$ cat src/rtl/io_ccff_chain_loader.sv
// io_ccff_chain_loader: serializes bitstream words into the I/O-tile config chain (LOAD),
// or recirculates the chain while counting tail mismatches against a re-sent stream (VERIFY).
module io_ccff_chain_loader #(
    parameter int CHAIN_LEN = 16,
    parameter int WORD_W    = 8,
    parameter int ERR_W     = 8
) (
    input  logic              prog_clk,
    input  logic              pReset,
    input  logic              start,
    input  logic              verify,
    input  logic              abort,
    input  logic [WORD_W-1:0] s_data,
    input  logic              s_valid,
    output logic              s_ready,
    output logic              ccff_head,
    output logic              ccff_shift_en,
    input  logic              ccff_tail,
    output logic              busy,
    output logic              done,
    output logic [ERR_W-1:0]  err_cnt,
    output logic              err_flag
);
    localparam int BW = $clog2(CHAIN_LEN + 1);
    localparam int WW = $clog2(WORD_W + 1);
    typedef enum logic [1:0] {IDLE, FETCH, SHIFT, DONE} state_t;
    state_t            r_state;
    logic              r_verify, r_ready, r_shift, r_busy, r_done, r_flag;
    logic [WORD_W-1:0] r_sr;
    logic [BW-1:0]     r_bits_left;
    logic [WW-1:0]     r_word_left;
    logic [ERR_W-1:0]  r_err;
    logic              w_msb, w_mis;
    logic [WW-1:0]     w_take;
    logic [ERR_W-1:0]  w_err_next;
    assign w_msb      = r_sr[WORD_W-1];
    assign w_mis      = r_verify & r_shift & (ccff_tail != w_msb);
    assign w_take     = (int'(r_bits_left) < WORD_W) ? WW'(r_bits_left) : WW'(WORD_W);
    assign w_err_next = (w_mis && r_err != '1) ? r_err + ERR_W'(1) : r_err;
    // VERIFY feeds the tail straight back so the chain is unchanged after a full pass
    assign ccff_head     = r_shift & (r_verify ? ccff_tail : w_msb);
    assign ccff_shift_en = r_shift;
    assign s_ready       = r_ready;
    assign busy          = r_busy;
    assign done          = r_done;
    assign err_cnt       = r_err;
    assign err_flag      = r_flag;
    always_ff @(posedge prog_clk) begin
        if (pReset) begin
            r_state <= IDLE;
            r_ready <= 1'b0;
            r_shift <= 1'b0;
            r_busy  <= 1'b0;
            r_done  <= 1'b0;
            r_err   <= '0;
            r_flag  <= 1'b0;
        end else if (abort && r_state != IDLE) begin
            r_state <= IDLE;
            r_ready <= 1'b0;
            r_shift <= 1'b0;
            r_busy  <= 1'b0;
            r_done  <= 1'b0;
        end else begin
            case (r_state)
                IDLE: if (start) begin
                    r_state     <= FETCH;
                    r_verify    <= verify;
                    r_bits_left <= BW'(CHAIN_LEN);
                    r_ready     <= 1'b1;
                    r_busy      <= 1'b1;
                    if (verify) begin
                        r_err  <= '0;
                        r_flag <= 1'b0;
                    end
                end
                FETCH: if (s_valid) begin
                    r_state     <= SHIFT;
                    r_sr        <= s_data;
                    r_word_left <= w_take;
                    r_ready     <= 1'b0;
                    r_shift     <= 1'b1;
                end
                SHIFT: begin
                    r_sr        <= r_sr << 1;
                    r_bits_left <= r_bits_left - BW'(1);
                    r_word_left <= r_word_left - WW'(1);
                    r_err       <= w_err_next;
                    r_flag      <= |w_err_next;
                    if (r_bits_left == BW'(1)) begin
                        r_state <= DONE;
                        r_shift <= 1'b0;
                        r_done  <= 1'b1;
                    end else if (r_word_left == WW'(1)) begin
                        r_state <= FETCH;
                        r_shift <= 1'b0;
                        r_ready <= 1'b1;
                    end
                end
                default: begin
                    r_state <= IDLE;
                    r_done  <= 1'b0;
                    r_busy  <= 1'b0;
                end
            endcase
        end
    end
endmodule
$ cat config.mk
export PLATFORM = sky130hd
export DESIGN_NAME = io_ccff_chain_loader
export DESIGN_NICKNAME = d
export VERILOG_FILES = /design/src/rtl/io_ccff_chain_loader.sv
export SDC_FILE = /design/constraint.sdc
export NUM_CORES = 1
export LEC_CHECK = 0
export ABC_CLOCK_PERIOD_IN_PS = 3000
export CORE_MARGIN = 2
export CORE_UTILIZATION = 40
export DETAILED_ROUTE_END_ITERATION = 10
export GPL_ROUTABILITY_DRIVEN = 0
export PLACE_DENSITY_LB_ADDON = 0.08
export SYNTH_ARGS = -nofsm -noshare
export SYNTH_HDL_FRONTEND = slang
export SYNTH_SLANG_ARGS = --single-unit
export TNS_END_PERCENT = 1
$ cat constraint.sdc
create_clock -name prog_clk -period 3 [get_ports prog_clk]
set_input_delay 0.9 -clock prog_clk [delete_from_list [all_inputs] [get_ports prog_clk]]
set_output_delay 0.9 -clock prog_clk [all_outputs]
set_load 0.03 [all_outputs]
==> run metrics <==
Inst Count DP 279; site row count 24; Reg power frac 42.1%; area growth from synthesis to layout 24.5%; Core ar. 4410 um2; initial antenna violation count 0; Fmax 371 MHz; crit start category primary input; status complete, no violations; Congestion Overflow GR 0; CTS Root Cell clkbuf_8; share of layout cells above drive strength 1 10.2%; GRT Util Overall 17.2%; Combinational Power Share 35.7%; Least-Margin Pin Slew 0.735 ns; number of synthesized flops with an enable pin 18; ys flop type edfxtp_1; CP bufs+invs 2; Synth Warn # 0; syn avg cell area 9.36 um2; Top Ports 29; antenna-violating nets left 0; pin count of the biggest net entering global routing 25; WP data arrival 1.80 ns; setup TNS 0 ns; nets 258; Cell variety after synth 40; fin crit share 89.9%; Final Max Tran Viols 0; sequential share of the synthesized area 45.1%; clock share of power 22.2%; hold buffer count at cts 0; Hold Vio Cnt, Final 0; Non-Filler Instances 287; clock buffer count from CTS 5; cells after synthesis 199; I/O Buffers 28; DR iter-0 viols 155; first-pass GRT wire length 6.98 mm; die area 5220 um2; Req. time, crit path 2.10 ns; Syn Nets 223; Post-synth ARST share 0%; WL final 4.10 mm; CTS tree yes; number of max-cap violations 0; RSZ-0062 raised after global routing false; area leader, netlist edfxtp_1; CP Capture Type output pin; Max transition margin 50.3%; Final Critical Period 2.70 ns; vias 1588; Setup-failing EPs final 0; post-CTS sizing 0; H-tree depth 2; Synth top area share 29.0%; # Post-CTS Setup Buffers 0; Max Clock Skew 0.00640 ns; dpl hpwl 2.97 mm; clk sinks 33; cell chain of the critical path clkdlybuf4s50_1 -> mux2i_1 -> nor2b_1 -> buf_4; clk slew on worst S/H paths 0.06 ns; worst-path maximum fanout 3; Switching Fraction 35.1%; # DRC 0; synthesized area 1860 um2; wire per inst 14.3 um; Leakage 0.788 nW; fill count 400; Initial Util 42.2%; most area-consuming cells after synthesis edfxtp_1, dfxtp_1, ha_1; slowest cell on the critical path clkdlybuf4s50_1; Worst-Skew Late Latency 0.28 ns; clock buffer depth 2; die width 72.2 um; VDD IR-drop max 0.000366 V; Synth Register Bits 33; via-per-instance ratio 5.53; critical path type in2out; pwr/cell area 650 nW/um2; 1st-pass router iterations 4; vias in the first global route 1577; ANT cells 0; cell family with most CP delay buffers and inverters; CP peak stage delay 0.53 ns; NetSw 529 uW; die height 72.2 um; Min-Delay Path Class reg2reg; Int Power 978 uW
worst register-to-register path, delay by kind of cell, from the launching register on:
| kind | cells | cell delay (ns) |
|---|---|---|
| flip-flops | 1 | 0.48 |
| AO/OA/AOI/OAI | 3 | 0.50 |
| AND/OR/NAND/NOR | 3 | 0.93 |
| adder cells (fa/ha/maj) | 1 | 0.36 |
worst paths after layout:
| check | start | to | slack (ns) | cells after the start |
|---|---|---|---|---|
| worst max register to register | err_cnt[1]$_SDFFE_PP0P_ | err_flag$_SDFFE_PP0P_ | 0.62 | 7 |
| worst min register to register | err_flag$_SDFFE_PP0P_ | err_flag$_SDFFE_PP0P_ | 0.47 | 2 |
| worst min-delay path | err_flag$_SDFFE_PP0P_ | err_flag$_SDFFE_PP0P_ | 0.47 | 2 |
| worst max-delay path | ccff_tail | ccff_head | 0.30 | 4 |
kinds of logic (layout without fill, tap and decap cells):
family	Yosys count	in the layout	share of synthesized area (%)
buf+inv	21	57	4.37
simple gates	69	69	18.1
mux	9	9	5.31
fa+ha+maj	9	9	6.04
flops	33	33	45.1
xor+xnor	7	7	3.29
compound gates	51	51	17.7
final cells by class:
| cell class | count | area (um2) | share of cell area (%) |
|---|---|---|---|
| clock buffers | 8 | 90.1 | 3.88 |
| inverters | 14 | 52.6 | 2.27 |
| multi-input cells | 145 | 941 | 40.6 |
| flip-flops and latches | 33 | 841 | 36.2 |
| well taps | 52 | 65.1 | 2.80 |
| repair buffers | 35 | 330 | 14.2 |
stage by stage:
stage | total power, mW | hold WS [ns] | utilization, % | setup WS (ns) | instance area (um2)
6_report | 1.51 | 0.468 | 52.6 | 0.303 | 2320
3_3_place_gp | 1.16 | 0.455 | 50.5 | 0.128 | 2230
4_1_cts | 1.52 | 0.469 | 52.6 | 0.303 | 2320
3_5_place_dp | 1.18 | 0.463 | 50.5 | 0.103 | 2230
2_1_floorplan | 0.998 | 0.523 | - | 0.601 | 1860
5_1_grt | 1.62 | 0.519 | 52.6 | 0.197 | 2320
registers in the layout, indices dropped and copies added (netlist names):
name / cells
err_cnt: 8
r_sr: 8
r_bits_left: 5
r_word_left: 4
r_state: 2
busy: 1
ccff_shift_en: 1
done: 1
err_flag: 1
r_verify: 1
s_ready: 1
metal layers:
metal  GRT usage [%]  wire length, um  vias up
li1                -                -      798
met3            5.28              249       10
met1            20.3             1790      731
met5               0                0        -
met4            7.34               55        0
met2            28.7             2000       49
Yosys cell counts, types with 3 or more instances:
master     count
a211oi_1       4
xor2_1         3
inv_1         14
nand2b_1       3
ha_1           9
o21ai_0       13
mux2_2         7
dfxtp_1       15
clkbuf_1       5
xnor2_1        4
nor2_1        21
edfxtp_1      18
nor3_1         5
a21oi_1       14
o2111ai_1      3
nand2_1       19
nand3_1        7
a22oi_1        4
placed cells by master (no fill, tap or decap), types with 2 or more instances in the layout:
cell and count:
mux2i_1 2, and2_1 2, xnor2_1 4, mux2_2 7, clkbuf_8 6, dfxtp_1 15, buf_4 8, nand2b_1 3
o21ai_0 13, o2111ai_1 3, ha_1 9, clkdlybuf4s50_1 27, nor4b_1 2, nor3_1 5, nand2_1 19, xor2_1 3
o31ai_1 2, a21oi_1 14, a211oi_1 4, inv_1 14, a22oi_1 4, nor2b_1 2, a21o_1 2, nand3_1 7
edfxtp_1 18, clkbuf_1 2, nor2_1 21, or3_1 2, a31oi_1 2
power by group through the flow:
stage               Clock, mW  Sequential, mW  Combinational, mW
global route            0.371           0.647              0.604
CTS                     0.349           0.634              0.539
detailed placement          0           0.643              0.534
finish                  0.334           0.635              0.538
floorplan                   0           0.667              0.331
global placement            0           0.638              0.522
No activity file was read; power rests on OpenSTA's default activity.
